**config.mk**
```make
export PLATFORM = sky130hd
export DESIGN_NAME = tiny1_mmio_hub_flat
export DESIGN_NICKNAME = d
export VERILOG_FILES = /design/src/rtl/tiny1_mmio_hub_pkg.sv /design/src/rtl/tiny1_mmio_hub_if.sv /design/src/rtl/tiny1_mmio_hub_rx_fifo.sv /design/src/rtl/tiny1_mmio_hub.sv /design/src/flat_wrapper.sv
export SDC_FILE = /design/constraint.sdc
export NUM_CORES = 1
export LEC_CHECK = 0
export ABC_AREA = 1
export BUFFER_PORTS_ARGS = -buffer_cell sky130_fd_sc_hd__buf_2
export CORE_ASPECT_RATIO = 0.6
export CORE_MARGIN = 2
export CORE_UTILIZATION = 30
export CTS_CLUSTER_DIAMETER = 60
export DETAILED_ROUTE_END_ITERATION = 6
export SLEW_MARGIN = 5
export SYNTH_ARGS = -nofsm -noshare
export SYNTH_HDL_FRONTEND = slang
export SYNTH_SLANG_ARGS = --single-unit
```
**constraint.sdc**
```tcl
create_clock -name clk -period 4.5 [get_ports clk]
set_input_delay 0.225 -clock clk [delete_from_list [all_inputs] [get_ports clk]]
set_output_delay 0.225 -clock clk [all_outputs]
set_load 0.05 [all_outputs]
```
**src/rtl/tiny1_mmio_hub_pkg.sv**
```systemverilog
// tiny1_mmio_pkg: shared constants for the tiny1 memory-mapped I/O hub.
// Holds the channel/global register offsets (addr[3:1]), the STATUS bit
// positions, the address bit that selects global space, and a helper that
// packs a channel STATUS word.
package tiny1_mmio_pkg;

  localparam int GLOBAL_BIT = 10;

  // Channel-space register offsets
  localparam logic [2:0] CH_STATUS  = 3'd0;
  localparam logic [2:0] CH_RXDATA  = 3'd1;
  localparam logic [2:0] CH_RXCOUNT = 3'd2;
  localparam logic [2:0] CH_TXDATA  = 3'd3;
  localparam logic [2:0] CH_CLEAR   = 3'd4;

  // Global-space register offsets
  localparam logic [2:0] G_GPIO     = 3'd0;
  localparam logic [2:0] G_IRQ_EN   = 3'd1;
  localparam logic [2:0] G_IRQ_PEND = 3'd2;
  localparam logic [2:0] G_EOI      = 3'd3;

  // STATUS bit positions
  localparam int ST_RX_NONEMPTY = 0;
  localparam int ST_TX_READY    = 1;
  localparam int ST_RX_FULL     = 2;
  localparam int ST_TX_DROP     = 3;

  function automatic logic [15:0] status_word(input logic nonempty,
                                              input logic tx_ready,
                                              input logic rx_full,
                                              input logic tx_drop);
    logic [15:0] s;
    s                 = '0;
    s[ST_RX_NONEMPTY] = nonempty;
    s[ST_TX_READY]    = tx_ready;
    s[ST_RX_FULL]     = rx_full;
    s[ST_TX_DROP]     = tx_drop;
    return s;
  endfunction

endpackage

```
**src/rtl/tiny1_mmio_hub_if.sv**
```systemverilog
// tiny1_mmio_hub_if: core-side memory-mapped bus of the hub.
//   sel/addr/wr/rd/wdata : access from the core (sel = core address bit 15)
//   rdata                : registered read data from the hub
//   irq/irqack           : interrupt request and its acknowledge pulse
// modport master = core side, modport slave = hub side.
interface tiny1_mmio_hub_if;
  logic        sel;
  logic [10:0] addr;
  logic        wr;
  logic        rd;
  logic [15:0] wdata;
  logic [15:0] rdata;
  logic        irq;
  logic        irqack;

  modport master (output sel, addr, wr, rd, wdata, irqack,
                  input  rdata, irq);
  modport slave  (input  sel, addr, wr, rd, wdata, irqack,
                  output rdata, irq);
endinterface

```
**src/rtl/tiny1_mmio_hub_rx_fifo.sv**
```systemverilog
// tiny1_rx_fifo: byte FIFO buffering one UART channel's received data.
//   clk, rst (sync, active-low)
//   push/din  : write a byte (ignored when full)
//   pop       : drop the head byte (ignored when empty)
//   dout      : head byte (combinational, meaningful only when !empty)
//   count     : occupancy 0..DEPTH; empty / full flags
module tiny1_rx_fifo #(
  parameter int DEPTH = 8
) (
  input  logic                     clk,
  input  logic                     rst,
  input  logic                     push,
  input  logic                     pop,
  input  logic [7:0]               din,
  output logic [7:0]               dout,
  output logic [$clog2(DEPTH):0]   count,
  output logic                     empty,
  output logic                     full
);
  localparam int AW = $clog2(DEPTH);
  localparam int CW = AW + 1;

  logic [7:0]    mem [DEPTH];
  logic [AW-1:0] wptr;
  logic [AW-1:0] rptr;
  logic          do_push;
  logic          do_pop;

  assign empty   = (count == '0);
  assign full    = (count == CW'(DEPTH));
  assign do_push = push && !full;
  assign do_pop  = pop && !empty;
  assign dout    = mem[rptr];

  // Pointers wrap naturally because DEPTH is a power of two.
  always_ff @(posedge clk) begin
    if (!rst) begin
      wptr  <= '0;
      rptr  <= '0;
      count <= '0;
    end else begin
      if (do_push) wptr <= wptr + AW'(1);
      if (do_pop)  rptr <= rptr + AW'(1);
      case ({do_push, do_pop})
        2'b10:   count <= count + CW'(1);
        2'b01:   count <= count - CW'(1);
        default: count <= count;
      endcase
    end
  end

  // Storage carries no reset; the pointers define what is valid.
  always_ff @(posedge clk) begin
    if (do_push) mem[wptr] <= din;
  end

endmodule

```
**src/rtl/tiny1_mmio_hub.sv**
```systemverilog
// tiny1_mmio_hub: memory-mapped hub giving the core access to NCH UART
// channels (RX FIFO with auto-drain, TX strobe), a GPIO register and an
// interrupt with acknowledge/EOI hold.
//   clk, rst (sync, active-low)
//   bus        : core access bus and irq/irqack (slave side)
//   uart_din   : RX bytes, 8 bits per channel; uart_valid: RX byte available
//   uart_ready : TX idle per channel
//   uart_rd    : RX consume pulse; uart_wr: TX strobe; uart_dout: TX bytes
//   gpio       : LED/GPIO output register
module tiny1_mmio_hub #(
  parameter int NCH     = 2,
  parameter int RXDEPTH = 8,
  parameter int GPIO_W  = 8
) (
  input  logic                clk,
  input  logic                rst,
  tiny1_mmio_hub_if.slave     bus,
  input  logic [8*NCH-1:0]    uart_din,
  input  logic [NCH-1:0]      uart_valid,
  input  logic [NCH-1:0]      uart_ready,
  output logic [NCH-1:0]      uart_rd,
  output logic [NCH-1:0]      uart_wr,
  output logic [8*NCH-1:0]    uart_dout,
  output logic [GPIO_W-1:0]   gpio
);
  import tiny1_mmio_pkg::*;

  localparam int CW = $clog2(RXDEPTH) + 1;

  logic [2:0]     ch_idx;
  logic [2:0]     reg_idx;
  logic           ch_acc;
  logic           glb_acc;
  logic [NCH-1:0] pop;
  logic [NCH-1:0] tx_wr;
  logic [NCH-1:0] clr;
  logic [NCH-1:0] pull;
  logic [NCH-1:0] guard;
  logic [NCH-1:0] tx_drop;
  logic [NCH-1:0] empty;
  logic [NCH-1:0] full;
  logic [7:0]     head [NCH];
  logic [CW-1:0]  cnt  [NCH];
  logic [NCH-1:0] irq_en;
  logic [NCH-1:0] pend;
  logic           hold;
  logic           hold_nxt;
  logic           eoi;
  logic [15:0]    rd_val;

  assign ch_idx  = bus.addr[6:4];
  assign reg_idx = bus.addr[3:1];
  assign glb_acc = bus.sel && bus.addr[GLOBAL_BIT];
  assign ch_acc  = bus.sel && !bus.addr[GLOBAL_BIT] && (int'(ch_idx) < NCH);

  always_comb begin
    pop   = '0;
    tx_wr = '0;
    clr   = '0;
    for (int c = 0; c < NCH; c++) begin
      if (ch_acc && ch_idx == 3'(c)) begin
        pop[c]   = bus.rd && reg_idx == CH_RXDATA;
        tx_wr[c] = bus.wr && reg_idx == CH_TXDATA;
        clr[c]   = bus.wr && reg_idx == CH_CLEAR;
      end
    end
  end

  // Pull a byte only when there is room and the previous cycle was not a
  // pull (the UART needs one cycle to present its next byte).
  assign pull    = uart_valid & ~full & ~guard & {NCH{rst}};
  assign uart_rd = pull;
  assign uart_wr = tx_wr & uart_ready & {NCH{rst}};

  for (genvar c = 0; c < NCH; c++) begin : g_ch
    tiny1_rx_fifo #(.DEPTH(RXDEPTH)) u_fifo (
      .clk   (clk),
      .rst   (rst),
      .push  (pull[c]),
      .pop   (pop[c]),
      .din   (uart_din[8*c +: 8]),
      .dout  (head[c]),
      .count (cnt[c]),
      .empty (empty[c]),
      .full  (full[c])
    );
  end

  always_ff @(posedge clk) begin
    if (!rst) begin
      guard     <= '0;
      tx_drop   <= '0;
      uart_dout <= '0;
    end else begin
      guard <= pull;
      for (int c = 0; c < NCH; c++) begin
        if (uart_wr[c]) uart_dout[8*c +: 8] <= bus.wdata[7:0];
        if (tx_wr[c] && !uart_ready[c]) tx_drop[c] <= 1'b1;
        else if (clr[c])                tx_drop[c] <= 1'b0;
      end
    end
  end

  // Interrupt: irqack wins over a simultaneous EOI. irq follows the
  // post-edge hold so an acknowledge drops it on the very next cycle.
  assign pend     = ~empty & irq_en;
  assign eoi      = glb_acc && bus.wr && reg_idx == G_EOI;
  assign hold_nxt = bus.irqack ? 1'b1 : (eoi ? 1'b0 : hold);

  always_comb begin
    rd_val = '0;
    if (ch_acc) begin
      for (int c = 0; c < NCH; c++) begin
        if (ch_idx == 3'(c)) begin
          case (reg_idx)
            CH_STATUS:  rd_val = status_word(!empty[c], uart_ready[c], full[c], tx_drop[c]);
            CH_RXDATA:  rd_val = empty[c] ? 16'h0000 : {8'h00, head[c]};
            CH_RXCOUNT: rd_val = 16'(cnt[c]);
            default:    rd_val = '0;
          endcase
        end
      end
    end else if (glb_acc) begin
      case (reg_idx)
        G_GPIO:     rd_val = 16'(gpio);
        G_IRQ_EN:   rd_val = 16'(irq_en);
        G_IRQ_PEND: rd_val = 16'(pend);
        default:    rd_val = '0;
      endcase
    end
  end

  always_ff @(posedge clk) begin
    if (!rst) begin
      gpio      <= '0;
      irq_en    <= '0;
      hold      <= 1'b0;
      bus.irq   <= 1'b0;
      bus.rdata <= '0;
    end else begin
      if (glb_acc && bus.wr && reg_idx == G_GPIO)   gpio   <= bus.wdata[GPIO_W-1:0];
      if (glb_acc && bus.wr && reg_idx == G_IRQ_EN) irq_en <= bus.wdata[NCH-1:0];
      hold    <= hold_nxt;
      bus.irq <= (|pend) && !hold_nxt;
      if (bus.sel && bus.rd) bus.rdata <= rd_val;
    end
  end

endmodule

```
**src/flat_wrapper.sv**
```systemverilog
// flat-port wrapper written by rule: the top's interface ports become plain ports
module tiny1_mmio_hub_flat import tiny1_mmio_pkg::*;
#(
  parameter int NCH     = 2,
  parameter int RXDEPTH = 8,
  parameter int GPIO_W  = 8
)
  (clk, rst, uart_din, uart_valid, uart_ready, uart_rd, uart_wr, uart_dout, gpio, bus_sel, bus_addr, bus_wr, bus_rd, bus_wdata, bus_irqack, bus_rdata, bus_irq);
  tiny1_mmio_hub_if bus_i ();
  input  logic clk;
  input  logic rst;
  input  logic [8*NCH-1:0] uart_din;
  input  logic [NCH-1:0] uart_valid;
  input  logic [NCH-1:0] uart_ready;
  output logic [NCH-1:0] uart_rd;
  output logic [NCH-1:0] uart_wr;
  output logic [8*NCH-1:0] uart_dout;
  output logic [GPIO_W-1:0] gpio;
  input wire logic [$bits(bus_i.sel)-1:0] bus_sel;
  input wire logic [$bits(bus_i.addr)-1:0] bus_addr;
  input wire logic [$bits(bus_i.wr)-1:0] bus_wr;
  input wire logic [$bits(bus_i.rd)-1:0] bus_rd;
  input wire logic [$bits(bus_i.wdata)-1:0] bus_wdata;
  input wire logic [$bits(bus_i.irqack)-1:0] bus_irqack;
  output wire logic [$bits(bus_i.rdata)-1:0] bus_rdata;
  output wire logic [$bits(bus_i.irq)-1:0] bus_irq;
  assign bus_i.sel = bus_sel;
  assign bus_i.addr = bus_addr;
  assign bus_i.wr = bus_wr;
  assign bus_i.rd = bus_rd;
  assign bus_i.wdata = bus_wdata;
  assign bus_i.irqack = bus_irqack;
  assign bus_rdata = bus_i.rdata;
  assign bus_irq = bus_i.irq;
  tiny1_mmio_hub #(.NCH(NCH), .RXDEPTH(RXDEPTH), .GPIO_W(GPIO_W)) u_core (.clk(clk), .rst(rst), .bus(bus_i), .uart_din(uart_din), .uart_valid(uart_valid), .uart_ready(uart_ready), .uart_rd(uart_rd), .uart_wr(uart_wr), .uart_dout(uart_dout), .gpio(gpio));
endmodule
```
After elaboration in Yosys (flattened, before gate mapping)
Memory sizes are Yosys's and may differ from the RTL's. A register that Yosys moved wholly into a read port is not among the register bits.
Cells that the tools add are included.
{"block": "totals", "reg_bits": 68, "mem_bits_rw": 128, "input_bits": 53, "n_memories": 2}
{"memory": "u_core.g_ch[0].u_fifo.mem", "depth": 8, "width": 8, "rd": 1, "rd_ports_with_merged_regs": 1, "wr": 1, "line": "tiny1_mmio_hub_rx_fifo.sv:23", "rtl": "logic [7:0] mem [DEPTH];"}
{"memory": "u_core.g_ch[1].u_fifo.mem", "depth": 8, "width": 8, "rd": 1, "rd_ports_with_merged_regs": 1, "wr": 1, "line": "tiny1_mmio_hub_rx_fifo.sv:23"}
{"block": "classes", "add_sub_neg": 8, "magnitude_cmp": 1, "eq_ne": 11, "n_mux": 31, "bitwise": 9, "reduce_logical": 37}
{"cell": "$pmux 16 s3", "n": 2}
{"cell": "$mux 16", "n": 4}
{"cell": "$pmux 8 s3", "n": 1}
{"cell": "$logic_and 1x1->1", "n": 20}
{"cell": "$mux 1", "n": 16}
{"cell": "$mux 8", "n": 2}
{"cell": "$pmux 4 s2", "n": 2}
{"cell": "$add 3x1->3 const B", "n": 4}
{"cell": "$and 2x2->2", "n": 6}
{"cell": "$mux 3", "n": 4}
{"cell": "$add 4x1->4 const B", "n": 2}
{"cell": "$eq 4x4->1 const B", "n": 2}
{"cell": "$logic_not 1->1", "n": 8}
{"cell": "$logic_not 4->1", "n": 2}
{"cell": "$reduce_bool 2->1", "n": 4}
{"cell": "$sub 4x1->4 const B", "n": 2}
{"cell": "$eq 3x1->1 const B", "n": 2}
{"cell": "$eq 3x2->1 const B", "n": 2}
{"cell": "$logic_not 3->1", "n": 2}
{"cell": "$not 2->2", "n": 3}
{"cell": "$eq 2x1->1 const B", "n": 2}
{"cell": "$eq 2x2->1 const B", "n": 2}
{"cell": "$eq 3x3->1 const B", "n": 1}
{"cell": "$lt 3x2->1 const B", "n": 1}
{"cell": "$reduce_or 2->1", "n": 1}

Longest topological paths before layout
{"block": "logic_depth", "word_depth": 8, "ltp_mapped": 16, "mapped_depth_nobuf": 15}

Modules after synthesis
A second synthesis with hierarchy kept.
{"block": "hier_totals", "cells_unflattened": 852, "hier_area_um2": 8413.1}
{"mod": "tiny1_rx_fifo at u_core.g_ch[0].u_fifo", "n_inst": 1, "cells_per_inst": 276, "area_per_inst_um2": 3193.1, "seq_area_each_um2": 2182.1}
{"mod": "tiny1_rx_fifo at u_core.g_ch[1].u_fifo", "n_inst": 1, "cells_per_inst": 276, "area_per_inst_um2": 3171.8, "seq_area_each_um2": 2182.1}
{"mod": "tiny1_mmio_hub", "n_inst": 1, "cells_per_inst": 300, "area_per_inst_um2": 2048.2, "seq_area_each_um2": 800.8}

Worst setup path after synthesis
Ideal clock, no wire load.
{"block": "synth_timing", "kind": "register to register", "start": "reg u_core.g_ch[0].u_fifo.count[0]", "end": "reg u_core.g_ch[0].u_fifo.count[3]", "setup_time_ns": 0.070, "arrival_time_ns": 2.130, "path_slack_ns": 2.301, "stages_incl_launch_ff": 14, "n_path_buf": 0, "period_less_slack_ns": 2.199, "path_cell_list": "dfxtp_1 -> inv_1 -> nand2_1 -> nor3_1 -> nor4_4 -> inv_1 -> ha_1 -> xor2_1 -> nand3_1 -> nand3_1 -> nor2_1 -> nor3b_1 -> o21ai_0 -> a21oi_1"}
{"block": "synth_via", "elab_chain_len": 8, "word_cells_on_any_way": 16, "cone_classes": "2 x add/sub; 3 x eq/ne; 1 x mux; 4 x bitwise; 6 x reduce/logical"}
{"item": "start, declared", "line": "tiny1_mmio_hub_rx_fifo.sv:16", "rtl": "output logic [$clog2(DEPTH):0] count,"}
{"item": "start signal, assigned", "line": "tiny1_mmio_hub_rx_fifo.sv:45", "rtl": "2'b10: count <= count + CW'(1);"}
{"item": "start signal, assigned", "line": "tiny1_mmio_hub_rx_fifo.sv:46", "rtl": "2'b01: count <= count - CW'(1);"}
{"item": "start signal, assigned", "line": "tiny1_mmio_hub_rx_fifo.sv:47", "rtl": "default: count <= count;"}
{"item": "$eq 4x4->1 *", "line": "tiny1_mmio_hub_rx_fifo.sv:30", "rtl": "assign full = (count == CW'(DEPTH));"}
{"item": "$not 2->2 *", "line": "tiny1_mmio_hub.sv:71", "rtl": "assign pull = uart_valid & ~full & ~guard & {NCH{rst}};"}
{"item": "$and 2x2->2 * (3 in series)", "line": "tiny1_mmio_hub.sv:71"}
{"item": "net u_core.g_ch[0].u_fifo.push", "line": "tiny1_mmio_hub_rx_fifo.sv:12", "rtl": "input logic push,"}
{"item": "$logic_and 1x1->1 *", "line": "tiny1_mmio_hub_rx_fifo.sv:31", "rtl": "assign do_push = push && !full;"}
{"item": "$eq 2x1->1 or $eq 2x2->1 (tied branches)", "line": "tiny1_mmio_hub_rx_fifo.sv:44", "rtl": "case ({do_push, do_pop})"}
{"item": "$pmux 4 s2 or $reduce_bool 2->1 (tied branches)"}
Mark *: on every way through the listed nets, which the timed path passes. The rest lies on a longest branch.
A chain may end at the register's enable or synchronous reset.

Worst setup path in the final report
{"block": "layout_timing", "start": "reg u_core.g_ch[0].u_fifo.count[1]", "end": "reg u_core.g_ch[0].u_fifo.count[3]"}
{"block": "layout_via", "word_cells_on_any_way": 16, "cone_classes": "2 x add/sub; 3 x eq/ne; 1 x mux; 4 x bitwise; 6 x reduce/logical"}
{"item": "$logic_not 4->1 *", "line": "tiny1_mmio_hub_rx_fifo.sv:29", "rtl": "assign empty = (count == '0);"}
{"item": "$logic_not 1->1 *", "line": "tiny1_mmio_hub_rx_fifo.sv:32", "rtl": "assign do_pop = pop && !empty;"}
{"item": "$logic_and 1x1->1 *", "line": "tiny1_mmio_hub_rx_fifo.sv:32"}
{"item": "net u_core.g_ch[0].u_fifo.do_pop", "line": "tiny1_mmio_hub_rx_fifo.sv:27", "rtl": "logic do_pop;"}
{"item": "$eq 2x1->1 or $eq 2x2->1 (tied branches)", "line": "tiny1_mmio_hub_rx_fifo.sv:44"}
{"item": "$pmux 4 s2 or $reduce_bool 2->1 (tied branches)"}
Marks and branches as above.

==> impl_results.md <==
- Clk sink count: 194
- Die Y: 132.4 µm
- Endpoint type of the worst setup path: flip-flop
- Slew margin rel.: 0.2999
- Switch Pwr: 0.8665 mW
- Num CTS Buffers: 17
- Levels on crit path: 12
- Hold path depth: 3
- Clock power share: 0.403
- Final setup viols: 0
- TritonCTS clock tree: built
- Crit path kind: reg2reg
- Largest net degree at the start of global routing: 53
- HP Start: bus_irqack
- Reg2Reg Depth: 12
- Port Buffers: 77
- Sequential share of the synthesized area: 0.6269
- Nets: 975
- Initial antenna violation count: 3
- Fin. Hold Viols: 0
- Period Utilization, post-route: 0.5827
- Cell Chain, Critical Path: inv_2 > nand2_1 > nor3_1 > nor3_2 > ha_1 > xor2_1 > nand3_1 > nand3_1 > nor2_1 > nor3b_1 > o21ai_0 > a21oi_1
- Global-route wire length before repair: 32770 µm
- Most frequent CP cell: nand3_1
- Largest delay share family, worst path: simple AND/OR/NAND/NOR gates
- CORE AREA: 26710 µm²
- Total negative slack: 0 ps
- Total GRT Usage: 0.1492
- Logic pwr share: 0.053
- Setup ws final: 1878 ps
- FMAX: 0.3814 GHz
- DR pass1 iterations: 7
- Bufs and invs on worst path: 1
- Vias in the first global route: 5593
- Worst Tran Pin Value: 1046 ps
- DR vias: 6081
- Antenna Violating Nets Remaining: 0
- Post-Synthesis Cells: 841
- Fill cell count: 2726
- GR Overflow Total: 0
- R2r startpoint: u_core.g_ch[0].u_fifo.count[1]$_SDFFE_PN0P_
- Power Density: 375.7 nW/µm²
- RSZ-0062 raised after global routing: false
- Clock root buffer: clkbuf_16
- Most common cell after layout, fill and taps aside: nor2_1
- Max Root-Sink Buffers: 2
- P&R area growth vs syn: 14.84%
- Final hold slack: 24.05 ps
- Worst-path clk slew: 70 ps
- LEAKAGE: 3.654 nW
- Min Clock Period, post-route: 2622 ps
- Worst skew pair latency: 440 ps
- Max incr delay on CP: 540 ps
- Clk_skew: 13.57 ps
- Die area: 28850 µm²
- Syn. warnings: 0
- Critical Path AT: 2990 ps
- Post-Synthesis Cell Area: 8239 µm²
- Final Core Density: 0.3543
- Highest-count cells in the layout ignoring fill and taps: 166 x nor2_1, 128 x edfxtp_1, 114 x o21ai_0
- Reg area: 5165 µm²
- Critical path startpoint: u_core.g_ch[0].u_fifo.count[1]$_SDFFE_PN0P_
- Die Width: 217.9 µm
- Slowest cell on the critical path: nor3_1
- Synth cell types: 35
- 1st-iter DRT viols: 546
- I/O pins: 98
- Layout cells sized above 1: 0.1319
- Rows: 46
- Internal: 2.688 mW
- Avg WL per Cell: 16.56 µm
- Initial core utilization: 0.3085
- Switching Share: 0.2438
- Fin area: 9462 µm²
- GPL Wtd Cong: 0.8055
- Syn avg cell area: 9.797 µm²
- Startpoint Class: flip-flop
- MaxCap Viol Count: 0
- Vias per cell: 4.729
- CP Max Fanout: 6
- Post-DP HPWL: 14930 µm
- VDD IR max: 191.2 µV
- Htree depth: 4
- Final Routed Wirelength: 21300 µm
- HP Class: in2reg
- Outcome: finished clean
- Worst slack, placed: 1667 ps
- Sequential Power Share: 0.544
- CP required: 4860 ps
- Number of synthesized register bits: 194
- Multi-input gate area: 2601 µm²
- Setup slack, reg-to-reg: 1880 ps
- Placed Area: 8915 µm²
- Slew Limit Fails: 0
- Drt drc: 0
per-stage QoR:
step | total power [mW] | instances
global route | 3.673 | 1285
global placement | 2.157 | 1252
CTS | 3.573 | 1285
floorplan | 2.089 | 848
finish | 3.555 | 1286
detailed placement | 2.161 | 1252
registers in the layout, summed over array words and instances, names as in the netlist, 2 cells and up, named ones only:
signal and cells:
u_core.guard 2, u_core.uart_dout 16, u_core.g_ch.u_fifo.count 8, u_core.g_ch.u_fifo.rptr 6
u_core.irq_en 2, u_core.gpio 8, u_core.tx_drop 2, u_core.g_ch.u_fifo.mem 128
u_core.bus.rdata 8, u_core.g_ch.u_fifo.wptr 6
metal layers:
| metal | global-route usage | part of all wire | vias to the layer above |
|---|---|---|---|
| met1 | 0.2338 | 0.52 | 2883 |
| met5 | 0 | 0.00075 | - |
| met2 | 0.2009 | 0.40 | 177 |
| met4 | 0.02343 | 0.0055 | 2 |
| met3 | 0.04544 | 0.071 | 15 |
| li1 | - | - | 3004 |
worst reg2reg max path, delay by kind of cell (launching register included):
kind | cells | cell delay (ps)
AOI/OAI and AO/OA | 2 | 240
DFF | 1 | 350
buffers and inverters | 1 | 80
and+or+nand+nor | 7 | 1310
adders and majority gates | 1 | 300
xor gates and xnor gates | 1 | 270
cell type report:
class	count	share of cell area
antenna	1	0.0002645
sequential	194	0.5459
timing repair buffer	82	0.04496
clock buffer	20	0.04615
clock inverter	12	0.01031
multi-input combinational	542	0.2749
inverter	75	0.02989
tap	360	0.04761
cells in the mapped netlist (all sizes together):
master | count | area (µm²)
nor2 | 169 | 651.9
edfxtp | 128 | 3844
o21ai | 115 | 575.6
nand2 | 106 | 397.9
inv | 73 | 274.0
dfxtp | 66 | 1321
a21oi | 42 | 210.2
nand3 | 32 | 160.2
buf | 26 | 173.9
o22ai | 20 | 125.1
nor3 | 14 | 80.08
clkbuf | 11 | 42.54
ha | 10 | 125.1
o211ai | 7 | 52.55
nor4 | 6 | 82.58
xor2 | 4 | 35.03
clkinv | 2 | 8.750
nor3b | 2 | 20.02
o221ai | 2 | 17.52
xnor2 | 2 | 17.52
a22oi | 1 | 7.510
and3 | 1 | 6.260
conb | 1 | 3.750
nand4 | 1 | 6.260
power groups by stage:
stage	clock [mW]	sequential, mW	combinational [mW]
2_1_floorplan	0	1.99	0.103
3_3_place_gp	0	1.97	0.184
3_5_place_dp	0	1.97	0.187
4_1_cts	1.45	1.93	0.188
5_1_grt	1.53	1.94	0.208
6_report	1.43	1.93	0.189
cells by family (layout without fill, tap and decap cells):
kind of cell | count (synthesis) | after routing | synth area share
other | 1 | 9 | 0.0004551
flip-flops | 194 | 194 | 0.6269
AO/OA/AOI/OAI | 187 | 187 | 0.1200
XOR/XNOR | 6 | 6 | 0.006378
buffers and inverters | 112 | 189 | 0.06059
AND/OR/NAND/NOR | 331 | 331 | 0.1705
adder cells (fa/ha/maj) | 10 | 10 | 0.01519
final timing paths:
path | end
max | u_core.g_ch[0].u_fifo.count[3]$_SDFFE_PN0P_
min | u_core.hold$_SDFF_PN0_
max reg2reg | u_core.g_ch[0].u_fifo.count[3]$_SDFFE_PN0P_
min reg2reg | u_core.g_ch[1].u_fifo.rptr[2]$_SDFFE_PN0P_
what timing repair did:
action,CTS,global route
buffers inserted,0,0
resized for setup,0,0
endpoints found under the hold margin,1,0
hold buffers,1,0
(Power assumes the default switching activity.)
